## src/rtl/dmem_port_pkg.sv

```systemverilog
// Shared encodings and defaults for the MEM-stage data-memory port.
package dmem_port_pkg;

   // Access FSM encodings
   typedef enum logic [1:0] {
      DMEM_IDLE    = 2'b00,
      DMEM_RD_WAIT = 2'b01,
      DMEM_WR_WAIT = 2'b10,
      DMEM_DONE    = 2'b11
   } dmem_state_e;

   // Default number of wait cycles before an unanswered access is abandoned
   localparam int unsigned DMEM_TIMEOUT = 15;

endpackage : dmem_port_pkg

```

## src/rtl/dmem_wait_timer.sv

```systemverilog
// Saturating wait-cycle counter with synchronous clear, enable and a limit flag.
// o_done is high in the LIMIT-th enabled cycle after a clear.
module dmem_wait_timer #(
   parameter int unsigned LIMIT = 15,
   parameter int unsigned CNT_W = $clog2(LIMIT + 1)
) (
   input  logic clock,
   input  logic reset,
   input  logic i_clr,
   input  logic i_en,
   output logic o_done
);

   localparam logic [CNT_W-1:0] C_MAX  = CNT_W'(LIMIT);
   localparam logic [CNT_W-1:0] C_LAST = CNT_W'(LIMIT - 1);

   logic [CNT_W-1:0] r_cnt;

   // Count enabled cycles; hold at LIMIT so the value can never wrap
   always_ff @(posedge clock or posedge reset) begin
      if (reset) begin
         r_cnt <= '0;
      end else if (i_clr) begin
         r_cnt <= '0;
      end else if (i_en && (r_cnt != C_MAX)) begin
         r_cnt <= r_cnt + 1'b1;
      end
   end

   // Current cycle is the LIMIT-th one since the clear
   assign o_done = (r_cnt >= C_LAST);

endmodule : dmem_wait_timer

```

## src/rtl/dmem_port.sv

```systemverilog
// MEM-stage data-memory responder: turns LW/SW control into a req/ack memory
// access, stalls the pipeline while it is outstanding, and returns load data.
module dmem_port
   import dmem_port_pkg::*;
#(
   parameter int unsigned ADDR_W  = 32,
   parameter int unsigned DATA_W  = 32,
   parameter int unsigned TIMEOUT = DMEM_TIMEOUT
) (
   input  logic              clock,
   input  logic              reset,
   input  logic              MemRead,
   input  logic              MemWrite,
   input  logic [ADDR_W-1:0] addr,
   input  logic [DATA_W-1:0] wdata,
   output logic [DATA_W-1:0] rdata,
   output logic              stall,
   output logic              misaligned,
   output logic              bus_err,
   output logic              mem_req,
   output logic              mem_we,
   output logic [ADDR_W-1:0] mem_addr,
   output logic [DATA_W-1:0] mem_wdata,
   input  logic              mem_ack,
   input  logic [DATA_W-1:0] mem_rdata
);

   dmem_state_e       r_state;
   dmem_state_e       w_state_nxt;
   logic [DATA_W-1:0] r_rdata;
   logic              r_bus_err;
   logic              r_mem_we;
   logic [ADDR_W-1:0] r_mem_addr;
   logic [DATA_W-1:0] r_mem_wdata;

   logic w_any;
   logic w_req;
   logic w_misaligned;
   logic w_latch;
   logic w_capture;
   logic w_timeout;
   logic w_zero_rdata;
   logic w_stall;
   logic w_mem_req;
   logic w_timer_clr;
   logic w_timer_en;
   logic w_timer_done;

   assign w_any        = MemRead | MemWrite;
   assign w_req        = w_any & (addr[1:0] == 2'b00);
   assign w_misaligned = w_any & (addr[1:0] != 2'b00);

   dmem_wait_timer #(
      .LIMIT (TIMEOUT)
   ) u_timer (
      .clock  (clock),
      .reset  (reset),
      .i_clr  (w_timer_clr),
      .i_en   (w_timer_en),
      .o_done (w_timer_done)
   );

   // State register
   always_ff @(posedge clock or posedge reset) begin
      if (reset) begin
         r_state <= DMEM_IDLE;
      end else begin
         r_state <= w_state_nxt;
      end
   end

   // Next state and per-state control strobes
   always_comb begin
      w_state_nxt  = r_state;
      w_latch      = 1'b0;
      w_capture    = 1'b0;
      w_timeout    = 1'b0;
      w_zero_rdata = 1'b0;
      w_stall      = 1'b0;
      w_mem_req    = 1'b0;
      w_timer_clr  = 1'b0;
      w_timer_en   = 1'b0;
      unique case (r_state)
         DMEM_IDLE: begin
            if (w_req) begin
               // Stall in the accept cycle so EX/MEM holds the instruction
               w_latch     = 1'b1;
               w_timer_clr = 1'b1;
               w_stall     = 1'b1;
               w_state_nxt = MemWrite ? DMEM_WR_WAIT : DMEM_RD_WAIT;
            end else if (w_misaligned) begin
               w_zero_rdata = 1'b1;
            end
         end
         DMEM_RD_WAIT, DMEM_WR_WAIT: begin
            w_mem_req  = 1'b1;
            w_stall    = 1'b1;
            w_timer_en = 1'b1;
            if (mem_ack) begin
               w_capture   = (r_state == DMEM_RD_WAIT);
               w_state_nxt = DMEM_DONE;
            end else if (w_timer_done) begin
               w_timeout   = 1'b1;
               w_state_nxt = DMEM_DONE;
            end
         end
         // One unstalled cycle; requests seen here belong to the finishing instruction
         DMEM_DONE: w_state_nxt = DMEM_IDLE;
         default:   w_state_nxt = DMEM_IDLE;
      endcase
   end

   // Request latches, load data and sticky error flag
   always_ff @(posedge clock or posedge reset) begin
      if (reset) begin
         r_rdata     <= '0;
         r_bus_err   <= 1'b0;
         r_mem_we    <= 1'b0;
         r_mem_addr  <= '0;
         r_mem_wdata <= '0;
      end else begin
         if (w_latch) begin
            r_mem_we    <= MemWrite;
            r_mem_addr  <= {addr[ADDR_W-1:2], 2'b00};
            r_mem_wdata <= wdata;
         end
         if (w_capture) begin
            r_rdata <= mem_rdata;
         end else if (w_timeout || w_zero_rdata) begin
            r_rdata <= '0;
         end
         if (w_timeout) begin
            r_bus_err <= 1'b1;
         end
      end
   end

   // Stall is gated by reset so it drops without waiting for a clock edge
   assign stall      = w_stall & ~reset;
   assign mem_req    = w_mem_req;
   assign misaligned = w_misaligned;
   assign rdata      = w_zero_rdata ? '0 : r_rdata;
   assign bus_err    = r_bus_err;
   assign mem_we     = r_mem_we;
   assign mem_addr   = r_mem_addr;
   assign mem_wdata  = r_mem_wdata;

endmodule : dmem_port

```

## config.mk

```make
export PLATFORM = sky130hd
export DESIGN_NAME = dmem_port
export DESIGN_NICKNAME = d
export VERILOG_FILES = /design/src/rtl/dmem_port_pkg.sv /design/src/rtl/dmem_wait_timer.sv /design/src/rtl/dmem_port.sv
export SDC_FILE = /design/constraint.sdc
export NUM_CORES = 1
export LEC_CHECK = 0
export BUFFER_PORTS_ARGS = -buffer_cell sky130_fd_sc_hd__buf_2
export CAP_MARGIN = 40
export CORE_ASPECT_RATIO = 1.5
export CORE_MARGIN = 4
export CORE_UTILIZATION = 43
export CTS_BUF_LIST = sky130_fd_sc_hd__clkbuf_4 sky130_fd_sc_hd__clkbuf_8
export CTS_CLUSTER_SIZE = 12
export DETAILED_ROUTE_END_ITERATION = 16
export GPL_ROUTABILITY_DRIVEN = 0
export PLACE_DENSITY_LB_ADDON = 0.25
export SLEW_MARGIN = 20
export SYNTH_ARGS = -nofsm -noshare
export SYNTH_HDL_FRONTEND = slang
export SYNTH_SLANG_ARGS = --single-unit
```

## constraint.sdc

```tcl
create_clock -name clock -period 3.4 [get_ports clock]
set_clock_uncertainty 0.05 [all_clocks]
set_input_delay 0.68 -clock clock [delete_from_list [all_inputs] [get_ports clock]]
set_output_delay 0.68 -clock clock [all_outputs]
set_load 0.1 [all_outputs]
```

Word level (Yosys, flattened, before mapping). Cells that the tools add are included. Widths: inputs -> output; s select.

Register bits: 102. Output and inout bits: 101. Logic and storage cells: 51.

Add/subtract/negate cells: 1. $lt $le $gt $ge: 1. Equality and inequality tests: 6. Muxes and demuxes: 22. Bitwise gates (word level): 5. Reduce and logical (&&, ||, !) cells: 9.

Operators by type and width (number): $mux 32 (3); $mux 1 (11); $mux 2 (4); $mux 4 (2); $pmux 2 s3 (1); $reduce_bool 2->1 (3); $add 4x1->4 const B (1); $eq 2x2->1 const B (2); $ge 4x4->1 const B (1); $logic_not 2->1 (2); $ne 4x4->1 const B (1); $and 1x1->1 (3); $ne 3x2->1 const B (1); $eq 2x1->1 const B (1); $ne 2x2->1 const B (1); $pmux 1 s2 (1); $reduce_and 2->1 (1); $reduce_or 2->1 (1); $logic_and 1x1->1 (1); $logic_or 1x1->1 (1); $not 1->1 (1); $or 1x1->1 (1).

Longest topological paths before layout.
Depth after elaboration: 8. Gate-level depth with buffers: 8.

Cells and area by module. A second synthesis with hierarchy kept.

Cells, all modules: 296. Area, all modules: 4214.0 µm².

By module, submodules not included: dmem_port (instances 1, cells an instance 272, area each 3956.3 µm², sequential area each 2452.4 µm²); dmem_wait_timer (instances 1, cells an instance 24, area each 257.7 µm², sequential area each 100.1 µm²).

Worst setup path before layout. OpenSTA, ideal clock, no wires.

Path kind: flip-flop to output port. From: reg r_state[0]. To: out stall. Arrival: 3.651 ns. Setup slack: -0.981 ns. Cell stages (with the launch flop): 6. Path buffers: 1. Path through: dfrtp_1 > inv_1 > ha_1 > clkbuf_2 > nor2_1 > nor3_1.

Cells in the longest elaborated chain, start to end: 4. Elaborated cells between the ends (all ways): 6.

Ends and longest elaborated chain: start, declared (RTL line dmem_port.sv:28) `dmem_state_e r_state;`; start signal, assigned (RTL line dmem_port.sv:68) `r_state <= w_state_nxt;`; $eq 2x1->1 or $eq 2x2->1 (tied branches) (RTL line dmem_port.sv:83) `unique case (r_state)`; $reduce_or 2->1 (RTL line dmem_port.sv:83); $pmux 1 s2 * (RTL line dmem_port.sv:83); $and 1x1->1 * (RTL line dmem_port.sv:139) `assign stall = w_stall & ~reset;`; end, declared (RTL line dmem_port.sv:17) `output logic stall,`.

Mark *: on every way between the ends. The rest lies on a longest branch, timed or not.

Worst setup path in the final report. Ends and elaborated chain as after synthesis.

==> flow_summary.toml <==
[worst_setup_path]
cp_max_fo = 5
critical_path_arrival_ns = 2.14
end_kind = "primary output"
crit_required_ns = 2.67
start_kind = "register"
crit_type = "reg -> out"

[synth]
synth.ff_latch_count = 102
synth_async_sr_flop_share_pct = 100
syn_inst = 300
yosys-top-cells-count = "dfrtp_1, mux2_2, a32o_1, and2_1, mux2_1"
synth_most_common_cell = "dfrtp_1"
avgSynthCellArea_um2 = 14.0
synth_edf_count = 0
seq_area_frac_synth_pct = 60.8
yosysWarnings = 0
syn_area_um2 = 4200
yosysTopAreaCellShare_pct = 60.8
synthFlopType = "dfrtp_1"
ys_types = 27
synthTopCellsByArea = "dfrtp_1, mux2_2, a32o_1"
yosys.area.top_type = "dfrtp_1"

[placed_design]
dpl.hpwl_um = 7580
pre_cts_ws_ns = 0.619
placed_area_um2 = 5800
port_buffers = 199

[floorplanning]
dieArea_um2 = 11400
dieHeight_um = 129
rows = 43
io_pins = 202
die_w_um = 88.7
initial_core_util_pct = 44.6
core-area_um2 = 9420

[routing]
routed_via_density = 5.05
wl_um = 9850
drt_iter0_markers = 124
drc_errors = 0
first_pass_iters = 4
vias = 3091
antenna_left = 0
wire_per_inst_um = 16.1

[timing]
final-setup-viol-count = 0
worstMarginPinSlew_ns = 0.805
period_needed_ns = 2.87
slew_headroom_pct = 46.3
finalHoldViolCount = 0
rsz0062_at_grt = "false"
fmax_mhz = 349
slew_violations = 0
fin_crit_sh_pct = 84.4
layout_setup_ws_ns = 0.532

[cts]
cts.sinks = 102
path_clk_slew_ns = 0.09
cts-resized-gates = 0
ctsRootBufferMaster = "clkbuf_8"
cts_hold_buf = 0
clock_path_buffers = 2
h-tree-depth = 3
post-cts-setup-buffer-count = 0
clkLatencyLatePin_ns = 0.34
cts_buffers = 9
cts_tree = "built"

[grt]
grt_pass1_vias = 3306
grt_max_degree = 67
grt_pass1_wl_um = 16100
grt.overflow.total = 0
antenna_found_initial = 0
track_usage_pct = 17.8

[finish]
drive_gt1_share_pct = 53.6
num-fill-cells = 726
insertedDiodeCount = 0
nNetsFinal = 601
area_delta_synth_final_pct = 42.8
final_cell_area_um2 = 6000

[hold_path]
min_path_type = "in -> async"

[job]
drv_cap = 0

[run_status]
status = "finished, final reports clean"
## registers in the layout, summed over array words and instances (netlist names)
register and flops:
bus_err 1, mem_addr 30, mem_wdata 32, mem_we 1, r_rdata 32, r_state 2, u_timer.r_cnt 4
## worst max-delay path: stages, from the launching register on
cell	delay, ns
dfrtp_1	0.42
inv_1	0.08
ha_1	0.28
inv_2	0.10
nor4_4	0.27
nor2_1	0.09
nor3_2	0.10
buf_2	0.44
## logic make-up after synthesis
family,after synthesis,synth area share (%)
DFF,102,60.8
muxes,64,17.2
and+or+nand+nor,60,8.13
AOI/OAI and AO/OA,37,8.46
buffers and inverters,28,3.28
adders and majority gates,5,1.49
xor gates and xnor gates,3,0.626
other,1,0.0893
## layer usage
layer / track usage (%) / wire (um)
met1: 22.6 / 3860
met3: 5.28 / 964
met5: 0 / 0
met4: 6.85 / 192
met2: 28.4 / 4830
## final cells by class
| cell class | count | area, um^2 | share of cell area, % |
|---|---|---|---|
| clock inverters | 5 | 60.1 | 1.00 |
| repair buffers | 206 | 1560 | 26.0 |
| well taps | 112 | 140 | 2.34 |
| flip-flops and latches | 102 | 2550 | 42.5 |
| clock buffers | 11 | 139 | 2.31 |
| multi-input cells | 171 | 1520 | 25.4 |
| inverters | 5 | 22.5 | 0.375 |
## per-stage QoR
stage          cells  setup TNS [ns]  utilization, %  hold WS, ns
6_report         612               0            63.7        0.231
2_1_floorplan    301          -0.121               -        0.435
3_5_place_dp     596               0            61.6        0.420
5_1_grt          612               0            63.7        0.222
4_1_cts          612               0            63.7        0.214
3_3_place_gp     594               0            61.2        0.403
## layout by cell type (no fill, tap or decap), types with 5 or more instances in the layout
cell      count
a32o_1       33
and2_1       33
buf_12       34
buf_2       167
clkbuf_8      9
dfrtp_1     102
ha_1          5
mux2_1       25
mux2_2       39
nand2_1       6
nor2_1        8
## final timing paths
kind                                                from                         to  slack [ns]  cells after the start
worst max-delay path              r_state[0]$_DFFE_PP0P_                      stall        0.53                      7
worst min-delay path                               reset    mem_addr[2]$_DFFE_PP0P_        0.23                      2
worst max register to register    r_state[0]$_DFFE_PP0P_  mem_wdata[21]$_DFFE_PP0P_        0.95                      6
worst min register to register  mem_addr[19]$_DFFE_PP0P_   mem_addr[19]$_DFFE_PP0P_        0.44                      1
max in group asynchronous                          reset     r_rdata[8]$_DFFE_PP0P_        2.50                      3
min in group clock              mem_addr[19]$_DFFE_PP0P_   mem_addr[19]$_DFFE_PP0P_        0.44                      1
Power is not shown: default switching activity piles up to over one toggle a cycle in this logic, so the estimate is an artifact.
